### src/rtl/vga_sync_rx.sv
// Receive-side VGA timing recovery: resynchronises hsync/vsync/pixel, rebuilds the
// pixel position and locks against the nominal timing before emitting qualified pixels.
//
// state  | meaning
// SEARCH | waiting for a vsync leading edge to start qualifying frames
// TRACK  | counting consecutive good frames toward lock
// LOCKED | timing matches; pixels are emitted with position and data enable
module vga_sync_rx #(
    parameter bit HPOL        = 1'b0,
    parameter bit VPOL        = 1'b0,
    parameter int HACTIVE     = 640,
    parameter int HFP         = 16,
    parameter int HSYNCLEN    = 96,
    parameter int HBP         = 48,
    parameter int VACTIVE     = 480,
    parameter int VFP         = 10,
    parameter int VSYNCLEN    = 2,
    parameter int VBP         = 33,
    parameter int LOCK_FRAMES = 2
) (
    input  logic        px_clk,
    input  logic        rst_n,
    input  logic        i_hsync,
    input  logic        i_vsync,
    input  logic [7:0]  i_pixel,
    output logic [9:0]  o_hcnt,
    output logic [9:0]  o_vcnt,
    output logic [7:0]  o_pixel,
    output logic        o_de,
    output logic        o_frame_start,
    output logic        o_locked,
    output logic [10:0] o_meas_htotal,
    output logic [10:0] o_meas_vtotal,
    output logic [7:0]  o_err_cnt
);

    localparam int HTOTAL = HACTIVE + HFP + HSYNCLEN + HBP;
    localparam int VTOTAL = VACTIVE + VFP + VSYNCLEN + VBP;

    localparam logic [9:0]  H_LAST = 10'(HTOTAL - 1);
    localparam logic [9:0]  H_LOAD = 10'(HACTIVE + HFP + 1);
    localparam logic [9:0]  H_ACT  = 10'(HACTIVE);
    localparam logic [9:0]  V_LAST = 10'(VTOTAL - 1);
    localparam logic [9:0]  V_LOAD = 10'(VACTIVE + VFP);
    localparam logic [9:0]  V_ACT  = 10'(VACTIVE);
    localparam logic [10:0] H_MEAS = 11'(HTOTAL);
    localparam logic [10:0] V_MEAS = 11'(VTOTAL);
    localparam logic [10:0] H_TMO  = 11'(2 * HTOTAL);
    localparam logic [3:0]  LOCK_N = 4'(LOCK_FRAMES);

    typedef enum logic [1:0] {SEARCH, TRACK, LOCKED} state_t;

    state_t      state, state_nxt;
    logic        hs_s1, hs_s2, hs_s3, vs_s1, vs_s2, vs_s3;
    logic [7:0]  pix_s1, pix_s2;
    logic        hs_lead, vs_lead;
    logic [9:0]  h_pos, v_pos;
    logic [10:0] line_len, line_len_inc, line_cnt;
    logic        h_valid, h_lost, bad_line, vs_ok, frame_ok;
    logic [3:0]  good;
    logic        frame_bad;
    logic        st_locked, lock_lost, search_entry, de_term;

    // Sync flops idle at the deasserted level so reset release cannot fake an edge.
    always_ff @(posedge px_clk or negedge rst_n) begin
        if (!rst_n) begin
            hs_s1  <= !HPOL;
            hs_s2  <= !HPOL;
            hs_s3  <= !HPOL;
            vs_s1  <= !VPOL;
            vs_s2  <= !VPOL;
            vs_s3  <= !VPOL;
            pix_s1 <= '0;
            pix_s2 <= '0;
        end else begin
            hs_s1  <= i_hsync;
            hs_s2  <= hs_s1;
            hs_s3  <= hs_s2;
            vs_s1  <= i_vsync;
            vs_s2  <= vs_s1;
            vs_s3  <= vs_s2;
            pix_s1 <= i_pixel;
            pix_s2 <= pix_s1;
        end
    end

    assign hs_lead = (hs_s2 == HPOL) && (hs_s3 != HPOL);
    assign vs_lead = (vs_s2 == VPOL) && (vs_s3 != VPOL);

    always_ff @(posedge px_clk or negedge rst_n) begin
        if (!rst_n) begin
            h_pos <= '0;
            v_pos <= '0;
        end else begin
            if (hs_lead)
                h_pos <= H_LOAD;
            else if (h_pos >= H_LAST)
                h_pos <= '0;
            else
                h_pos <= h_pos + 10'd1;

            if (vs_lead)
                v_pos <= V_LOAD;
            else if (h_pos >= H_LAST)
                v_pos <= (v_pos >= V_LAST) ? 10'd0 : v_pos + 10'd1;
        end
    end

    assign line_len_inc = (line_len == 11'h7FF) ? line_len : line_len + 11'd1;
    assign h_lost       = (line_len == H_TMO);
    assign bad_line     = hs_lead && h_valid && (line_len_inc != H_MEAS);
    assign vs_ok        = (line_cnt == V_MEAS);
    assign frame_ok     = !frame_bad && !bad_line && !h_lost && vs_ok;
    assign search_entry = (state != SEARCH) && (state_nxt == SEARCH);

    always_ff @(posedge px_clk or negedge rst_n) begin
        if (!rst_n) begin
            line_len      <= '0;
            line_cnt      <= '0;
            h_valid       <= 1'b0;
            o_meas_htotal <= '0;
            o_meas_vtotal <= '0;
        end else begin
            if (hs_lead) begin
                o_meas_htotal <= line_len_inc;
                line_len      <= '0;
            end else begin
                line_len <= line_len_inc;
            end

            if (search_entry || h_lost)
                h_valid <= 1'b0;
            else if (hs_lead)
                h_valid <= 1'b1;

            if (vs_lead) begin
                o_meas_vtotal <= line_cnt;
                line_cnt      <= '0;
            end else if (hs_lead && line_cnt != 11'h7FF) begin
                line_cnt <= line_cnt + 11'd1;
            end
        end
    end

    always_ff @(posedge px_clk or negedge rst_n) begin
        if (!rst_n)
            state <= SEARCH;
        else
            state <= state_nxt;
    end

    always_comb begin
        state_nxt = state;
        case (state)
            SEARCH: if (vs_lead) state_nxt = TRACK;
            TRACK:  if (vs_lead && frame_ok && (good + 4'd1) >= LOCK_N) state_nxt = LOCKED;
            LOCKED: if (bad_line || h_lost || (vs_lead && !vs_ok)) state_nxt = SEARCH;
            default: state_nxt = SEARCH;
        endcase
    end

    always_comb begin
        st_locked = 1'b0;
        lock_lost = 1'b0;
        case (state)
            LOCKED: begin
                st_locked = 1'b1;
                lock_lost = (state_nxt == SEARCH);
            end
            default: ;
        endcase
    end

    always_ff @(posedge px_clk or negedge rst_n) begin
        if (!rst_n) begin
            good      <= '0;
            frame_bad <= 1'b0;
            o_err_cnt <= '0;
        end else begin
            case (state)
                SEARCH: if (vs_lead) begin
                    good      <= '0;
                    frame_bad <= 1'b0;
                end
                TRACK: if (vs_lead) begin
                    good      <= frame_ok ? good + 4'd1 : 4'd0;
                    frame_bad <= 1'b0;
                end else if (bad_line || h_lost) begin
                    frame_bad <= 1'b1;
                end
                default: ;
            endcase
            if (lock_lost && o_err_cnt != 8'hFF)
                o_err_cnt <= o_err_cnt + 8'd1;
        end
    end

    assign de_term = st_locked && (h_pos < H_ACT) && (v_pos < V_ACT);

    always_ff @(posedge px_clk or negedge rst_n) begin
        if (!rst_n) begin
            o_hcnt        <= '0;
            o_vcnt        <= '0;
            o_de          <= 1'b0;
            o_pixel       <= '0;
            o_frame_start <= 1'b0;
            o_locked      <= 1'b0;
        end else begin
            o_hcnt        <= h_pos;
            o_vcnt        <= v_pos;
            o_de          <= de_term;
            o_pixel       <= de_term ? pix_s2 : 8'd0;
            o_frame_start <= st_locked && (h_pos == 10'd0) && (v_pos == 10'd0);
            o_locked      <= st_locked;
        end
    end

endmodule

### config.mk
export PLATFORM = sky130hd
export DESIGN_NAME = vga_sync_rx
export DESIGN_NICKNAME = d
export VERILOG_FILES = /design/src/rtl/vga_sync_rx.sv
export SDC_FILE = /design/constraint.sdc
export NUM_CORES = 1
export LEC_CHECK = 0
export ABC_AREA = 1
export BUFFER_PORTS_ARGS = -buffer_cell sky130_fd_sc_hd__clkbuf_2
export CAP_MARGIN = 5
export CORE_ASPECT_RATIO = 1.2
export CORE_MARGIN = 1
export CORE_UTILIZATION = 55
export CTS_CLUSTER_SIZE = 24
export DETAILED_ROUTE_END_ITERATION = 6
export PLACE_DENSITY = 0.78
export SKIP_CTS_REPAIR_TIMING = 1
export SYNTH_ARGS = -nofsm -noshare
export SYNTH_HDL_FRONTEND = slang
export SYNTH_SLANG_ARGS = --single-unit
### constraint.sdc
create_clock -name px_clk -period 5.9 [get_ports px_clk]
set_clock_uncertainty 0.15 [all_clocks]
set_input_delay 0.59 -clock px_clk [delete_from_list [all_inputs] [get_ports px_clk]]
set_output_delay 0.59 -clock px_clk [all_outputs]
set_load 0.01 [all_outputs]
== Yosys cells after proc, flatten, opt, wreduce, memory -nomap -nowiden ==
Index checks and enable logic that the tools add are counted.

* Register bits after elaboration: 133
* Output and inout bits: 61
* Input bits: 12
* Word-level logic and storage cells: 110

* Reductions and logical operators: 35
* Muxes and demuxes: 26
* Bitwise gates (word level): 2
* Equality and inequality tests: 11
* $add $sub $neg: 6
* Magnitude comparators: 5

{| class="wikitable"
|+ Operators with widths
! kind !! number
|-
| 10-bit 2-to-1 mux || 5
|-
| 11-bit 2-to-1 mux || 4
|-
| 11-bit by 1-bit adder with 11-bit output (second input constant) || 2
|-
| 11-bit == test (second input constant) || 2
|-
| 10-bit by 1-bit adder with 10-bit output (second input constant) || 2
|-
| 10-bit >= comparator (second input constant) || 2
|-
| 10-bit zero test || 2
|-
| 1-bit logical AND || 17
|-
| 4-bit 2-to-1 mux || 3
|-
| 11-bit by 10-bit == test with 1-bit output (second input constant) || 1
|-
| 11-bit by 10-bit != test with 1-bit output (second input constant) || 1
|-
| 11-bit != test (second input constant) || 1
|-
| 10-bit < comparator (second input constant) || 1
|-
| 10-bit by 9-bit < comparator with 1-bit output (second input constant) || 1
|-
| 2-bit nonzero test || 5
|-
| 8-bit by 1-bit adder with 8-bit output (second input constant) || 1
|-
| 8-bit 2-to-1 mux || 1
|-
| 8-bit != test (second input constant) || 1
|-
| 4-bit case mux with 2 select lines || 1
|-
| 1-bit 2-to-1 mux || 7
|-
| 2-bit 2-to-1 mux || 3
|-
| 2-bit case mux with 3 select lines || 1
|-
| 3-bit AND reduction || 2
|-
| 4-bit by 1-bit adder with 4-bit output (second input constant) || 1
|-
| 10 further kinds || 18
|}

== Logic depth before layout (Yosys ltp) ==
Gate-level depths: netlist of run 1.

* Depth after elaboration: 16
* Depth in mapped cells: 16
* Mapped depth without buffers: 16

== Worst setup path after synthesis of run 1 ==
Ideal clock, no wire load.

* Path kind: reg2reg
* Start: register line_len[0]
* End: register o_err_cnt[0]
* Setup time: 121 ps
* Required time: 5629 ps
* Stages on the path, launching flop included: 16
* Slack: 3822 ps
* Arrival: 1807 ps
* Period minus slack after synthesis: 2078 ps
* Buffers on the path: 1
* Path through: dfrtp_1 ha_1 nand2_4 nor2_8 nand3_4 buf_6 nand2_4 nand2_2 nor2_2 nand3_2 nand2_4 nand3_2 nand3_4 nor2_4 nand2_1 nand2_1

* Word-level cells in the longest chain between the ends: 15
* Elaborated cells on any way between the ends: 21
* Classes of those cells: 1 x add/sub; 3 x eq/ne; 5 x mux; 12 x reduce/logical

{| class="wikitable"
|+ RTL lines
! element !! line !! text
|-
| from (decl) || 58 || <nowiki>logic [10:0] line_len, line_len_inc, line_cnt;</nowiki>
|-
| from (signal assigned) || 128 || <nowiki>line_len <= line_len_inc;</nowiki>
|-
| 11-bit by 1-bit adder with 11-bit output or 11-bit == test (tied branches) || 109 || <nowiki>assign line_len_inc = (line_len == 11'h7FF) ? line_len : line_len + 11'd1;</nowiki>
|-
| 11-bit 2-to-1 mux || 109 ||
|-
| 11-bit by 10-bit != test with 1-bit output || 111 || <nowiki>assign bad_line = hs_lead && h_valid && (line_len_inc != H_MEAS);</nowiki>
|-
| 1-bit logical AND || 111 ||
|-
| 1-bit zero test || 113 || <nowiki>assign frame_ok = !frame_bad && !bad_line && !h_lost && vs_ok;</nowiki>
|-
| 1-bit logical AND (3 in series) || 113 ||
|-
| 1-bit logical AND (2 in series) || 156 || <nowiki>TRACK: if (vs_lead && frame_ok && (good + 4'd1) >= LOCK_N) state_nxt = LOCKED;</nowiki>
|-
| 2-bit 2-to-1 mux || 156 ||
|-
| 2-bit case mux with 3 select lines (*) || 154 || <nowiki>case (state)</nowiki>
|-
| 2-bit zero test (*) || 168 || <nowiki>lock_lost = (state_nxt == SEARCH);</nowiki>
|-
| 1-bit 2-to-1 mux (*) || 165 || <nowiki>case (state)</nowiki>
|-
| 1-bit logical AND (*) || 193 || <nowiki>if (lock_lost && o_err_cnt != 8'hFF)</nowiki>
|-
| to (signal assigned) || 194 || <nowiki>o_err_cnt <= o_err_cnt + 8'd1;</nowiki>
|-
| to (decl) || 34 || <nowiki>output logic [7:0] o_err_cnt</nowiki>
|}

Mark *: on every way between the ends. The rest lies on a longest branch, timed or not.
A chain may end at the register's enable or synchronous reset.

== Worst setup path in the final report of run 1 ==
* Start: register vs_s3
* End: register line_cnt[9]

* Word-level cells in the longest chain between the ends: 2
* Elaborated cells on any way between the ends: 3
* Classes of those cells: 1 x mux; 2 x reduce/logical

{| class="wikitable"
|+ RTL lines
! element !! line !! text
|-
| from (decl) || 54 || <nowiki>logic hs_s1, hs_s2, hs_s3, vs_s1, vs_s2, vs_s3;</nowiki>
|-
| from (signal assigned) || 72 || <nowiki>vs_s3 <= !VPOL;</nowiki>
|-
| from (signal assigned) || 81 || <nowiki>vs_s3 <= vs_s2;</nowiki>
|-
| 1-bit logical AND (*) || 88 || <nowiki>assign vs_lead = (vs_s2 == VPOL) && (vs_s3 != VPOL);</nowiki>
|-
| 11-bit 2-to-1 mux or 2-bit nonzero test (tied branches) || -- ||
|-
| to (signal assigned) || 140 || <nowiki>line_cnt <= line_cnt + 11'd1;</nowiki>
|-
| to (decl) || 58 ||
|}

Marks and branches as above.

==> results of run 1 <==
stage by stage:
stage / setup WS, ns / cells
after floorplan: 3.82 / 592
after detailed placement: 2.52 / 782
after global placement: 2.69 / 782
after CTS: 2.50 / 814
after global routing: 2.11 / 814
final: 2.51 / 814
cell families (layout without fill, tap and decap cells):
group                    count (synthesis)  in the layout  synth area share (%)
XOR/XNOR                                15             15                  2.33
flip-flops                             133            133                  59.2
buffers and inverters                   95            191                  6.46
AND/OR/NAND/NOR                        252            252                  20.9
AO/OA/AOI/OAI                           86             86                  8.66
adder cells (fa/ha/maj)                 11             11                  2.44
layout make-up:
class	count	area share, %
Tap cell	126	2.34
Timing Repair Buffer	73	5.50
Clock inverter	15	2.66
Sequential cell	133	49.6
Clock buffer	17	6.32
Inverter	86	4.80
Multi-Input combinational cell	364	28.8
worst paths after layout:
kind	from	end	slack, ns	depth (start not counted)
max in group asynchronous	rst_n	o_vcnt[2]	4.22	2
min in group asynchronous	rst_n	o_hcnt[3]	0.17	1
hold reg to reg	pix_s1[4]	pix_s2[4]	0.20	0
setup reg to reg	vs_s3	line_cnt[9]	2.51	11
hold / removal	i_hsync	hs_s1	0.1	1
setup / recovery	vs_s3	line_cnt[9]	2.51	11
report_power, final:
| group | internal (mW) | leakage [nW] | switching, mW |
|---|---|---|---|
| sequential | 0.984 | 1.68 | 0.0473 |
| combinational | 0.0808 | 1.43 | 0.145 |
| clock | 0.664 | 0.274 | 0.393 |
| total | 1.73 | 3.39 | 0.585 |
Yosys cell counts, types with 2 or more instances:
library cell  count
and3_1            2
nand4_1          10
nand2_2           2
a22oi_1           2
inv_1            84
o21ai_0          45
nand3_2           3
clkbuf_1          8
nor3_2            2
a31oi_1           3
dfrtp_1         127
nor2_2            4
dfstp_2           6
nand2_1         118
o21bai_1          9
nor4_1            4
nor2_4            2
nor3_1           14
nand3_4           2
o31ai_1           3
xor2_1           12
nand2_4           3
nor2_1           56
a21oi_1          17
ha_1             11
xnor2_1           3
nand3_1          25
o211ai_1          2
layer usage:
metal | up-vias | routed length (um) | GRT usage [%]
met4 | 0 | 318 | 11.9
li1 | 2080 | - | -
met2 | 157 | 5460 | 36.5
met1 | 2011 | 4690 | 28.6
met5 | - | 0 | 0
met3 | 35 | 589 | 5.65
registers in the layout, indices dropped and copies added, names as in the netlist, 10 cells and up:
name,count
line_len,11
v_pos,10
o_meas_vtotal,11
o_hcnt,10
o_vcnt,10
o_meas_htotal,11
h_pos,10
line_cnt,11
==> results.ini, run 1 <==
[yosys]
postSynth.topFlopCell=dfrtp_1
synth_seq_cells=133
synth_edf_count=0
yosysTopAreaCell=dfrtp_1
synthCells=592
avgSynthCellArea_sq_um=9.52
ys_seq_area_share_pct=59.2
ys_top_cells_by_area=dfrtp_1 56%, nand2_1 7.9%, inv_1 5.6%, o21ai_0 4.0%, nor2_1 3.7%
ys.warnings.count=0
synthesis.nets=615
netlist_area_sq_um=5640
synthArstFlopShare_pct=100
yosysUniqueCellTypes=41
synth_top_area_share_pct=56.4

[cts]
clock_insertion_delay_worst_skew_ns=0.42
cts_tree=yes
root_buffer=clkbuf_16
cts_max_level=4
clk_pin_slew_ns=0.06
cts_inserted_buffers=17
cts_buffer_depth=2
cts_sinks=133

[detailed_routing]
dr_total_vias=4283
first_pass_iters=5
wirelength_um=11100
viasPerCell=5.26
route.detailed.drc=0
wl_per_cell_um=13.6
drtIter0Drc=212
antenna_left=0

[worst_setup_path]
path_cells=inv_1 -> nor2_1 -> inv_1 -> nand2_1 -> nand2_1 -> nor2_1 -> nand2_1 -> nor2_1 -> nand2_1 -> o21ai_0 -> a21oi_1
start_kind=register
end_kind=register
crit_path_max_incr_delay_ns=0.70
cp_top_family=simple AND/OR/NAND/NOR gates
crit_buf_inv=2
cp.required_ns=6.05
arrival_ns=3.54
path_max_fanout=39
critPathMostFrequentCell=nand2_1
path_class=register to register
slowest_stage=inv_1

[final_layout]
area_delta_synth_final_pct=19.4
mostFrequentLayoutCells=127 x dfrtp_1, 118 x nand2_1, 84 x inv_1
layout.nets=698
regArea_sq_um=3340
final_layout_size_suffix_gt1_share_pct=19.3
final_util_pct=67.2
multi_input_area_sq_um=1940
nFillCells=776
fin_area_sq_um=6730
antenna_cells=0
layout_commonest_cell=dfrtp_1

[global_routing]
grt_max_degree=80
grt_pass1_vias=4119
grt_pass1_wl_um=18700
grt_overflow_total=0
grt_antenna_before_repair=0
grt_usage_pct=22.9

[placement]
io_buffer_count=72
dp_hpwl_um=7530
place.gp.congestion=0.901
post_dp_cell_area_sq_um=6120

[die]
die_h_um=113
io_pins=73
core_area_sq_um=10000
die_x_um=94.4
std_cell_rows=40
die_area_sq_um=10700
initial_core_util_pct=56.3

[sta]
whs_ns=0.0972
maxSlewHeadroom_pct=34.5
slew_violations=0
post-route-min-period_ns=3.39
hold_viol=0
tns_ns=0
rsz0062_at_grt=false
max_clock_freq_mhz=295
tightestPinTransition_ns=0.982
setup_viol=0
finalCritPeriodShare_pct=57.5

[power_and_ir_drop]
peakVddDrop_mv=0.207
p_per_area_nw_per_um2=344
power.leakage_nw=3.39
p_total_mw=2.31

[run_status]
status=complete, no violations

[hold_path]
min-delay-path-class=input port to register

[flow_run]
maxCapViolations=0

(Power assumes the default switching activity.)
==> run 2: changes to the inputs <==
==> constraint.sdc (replaced) <==
create_clock -name px_clk -period 3.2 [get_ports px_clk]
set_clock_uncertainty 0.15 [all_clocks]
set_input_delay 0.32 -clock px_clk [delete_from_list [all_inputs] [get_ports px_clk]]
set_output_delay 0.32 -clock px_clk [all_outputs]
set_load 0.01 [all_outputs]
==> results.ini, run 2 (synthesis gave the netlist of run 1 again) <==
[sta]
hold_viol=0
max_clock_freq_mhz=416
setup_viol=0
post-route-min-period_ns=2.40
slew_violations=0
tns_ns=0
rsz0062_at_grt=false
finalCritPeriodShare_pct=75.1
maxSlewHeadroom_pct=44.8
tightestPinTransition_ns=0.828

[worst_setup_path]
crit_path_max_incr_delay_ns=0.41
reg2reg_to=o_err_cnt[2]
path_max_fanout=13
path_class=register to register
path_cells=ha_1 -> nand2_4 -> nor2_8 -> nand3_4 -> inv_1 -> nor2_1 -> nand2_2 -> nor2_2 -> nand3_2 -> nand2_4 -> nand3_2 -> nand3_4 -> nor2_4 -> nand2_1 -> nand2_1
start_kind=register
rr_startpoint=line_len[0]
slowest_stage=dfrtp_1
arrival_ns=2.55
cp_top_family=simple AND/OR/NAND/NOR gates
cp.required_ns=3.34
r2r_cells=15
end_kind=register
rrSetupSlack_ns=0.80
crit_buf_inv=1

[cts]
clk_pin_slew_ns=0.06
clock_insertion_delay_worst_skew_ns=0.41
cts_buffer_depth=2
root_buffer=clkbuf_16
cts_tree=yes
cts_sinks=133
cts_inserted_buffers=17
cts_max_level=4

[detailed_routing]
drtIter0Drc=224
antenna_left=0
wl_per_cell_um=13.7
viasPerCell=5.25
route.detailed.drc=0
dr_total_vias=4363
first_pass_iters=5
wirelength_um=11400

[final_layout]
mostFrequentLayoutCells=127 x dfrtp_1, 118 x nand2_1, 84 x inv_1
nFillCells=778
area_delta_synth_final_pct=21.9
fin_area_sq_um=6880
layout.nets=715
layout_commonest_cell=dfrtp_1
regArea_sq_um=3340
multi_input_area_sq_um=1940
final_util_pct=68.7
final_layout_size_suffix_gt1_share_pct=19.7
antenna_cells=0

[die]
core_area_sq_um=10000
die_x_um=94.4
die_h_um=113
die_area_sq_um=10700
io_pins=73
initial_core_util_pct=56.3
std_cell_rows=40

[placement]
place.gp.congestion=0.883
post_dp_cell_area_sq_um=6180
io_buffer_count=72
dp_hpwl_um=7960

[power_and_ir_drop]
power.leakage_nw=3.47
switching_share_pct=27.3
p_per_area_nw_per_um2=617
seq_power_share_pct=44.9
p_switching_mw=1.16
peakVddDrop_mv=0.472
internal-power_mw=3.08
clkPwrFrac_pct=44.8
share_comb_of_total_power_pct=10.3

[hold_path]
min_path_cells=0
holdCritStartpoint=pix_s1[6]
min-delay-path-class=register to register
worstHoldEndpoint=pix_s2[6]

[global_routing]
grt_pass1_wl_um=19200
grt_overflow_total=0
grt_max_degree=66
grt_antenna_before_repair=0
grt_pass1_vias=4210
grt_usage_pct=23.5

[flow_run]
maxCapViolations=0

[run_status]
status=complete, no violations

run 2: changes by cell type in the layout (fill, tap and decap cells not counted), sizes merged:
cell	before	now
dlygate4sd3	0	11
buf	2	8
bufinv	3	1
inv	87	96
clkinv	4	2
clkinvlp	7	2
run 2: final cells by class:
type                    instances  area share, %
flip-flops and latches        133           48.5
multi-input cells             364           28.2
repair buffers                 90           7.83
clock buffers                  17           6.19
inverters                      86           4.70
clock inverters                15           2.29
well taps                     126           2.29
run 2: metrics by stage:
stage	hold WS (ns)	total power, mW	setup WS [ns]	cells
final	0.195	4.24	0.798	831
after CTS	-0.181	4.27	0.793	820
after floorplan	-0.126	2.18	1.12	592
after detailed placement	0.185	2.36	0.809	788
after global placement	0.183	2.35	0.896	788
after global routing	0.196	4.42	0.540	831
run 2: power groups by stage:
stage	registers, mW	clock network (mW)	logic [mW]
global route	1.92	2.00	0.497
global placement	1.93	0	0.418
CTS	1.91	1.93	0.432
detailed placement	1.94	0	0.426
floorplan	1.95	0	0.235
finish	1.90	1.90	0.437
run 2: per-layer routing:
layer | global-route usage (%) | wire length (um)
met1 | 29.3 | 4980
met5 | 0 | 0
met3 | 5.85 | 480
met4 | 11.5 | 295
met2 | 37.9 | 5640
run 2: worst max path at each step:
stage	startpoint	endpoint	slack [ns]	cells after the start
global placement	line_len[0]	o_err_cnt[7]	0.90	15
CTS	line_len[0]	o_err_cnt[0]	0.79	15
detailed placement	line_len[0]	o_err_cnt[0]	0.81	15
floorplan	line_len[0]	o_err_cnt[0]	1.12	15
global route	vs_s3	line_cnt[9]	0.54	13
finish	line_len[0]	o_err_cnt[2]	0.80	15
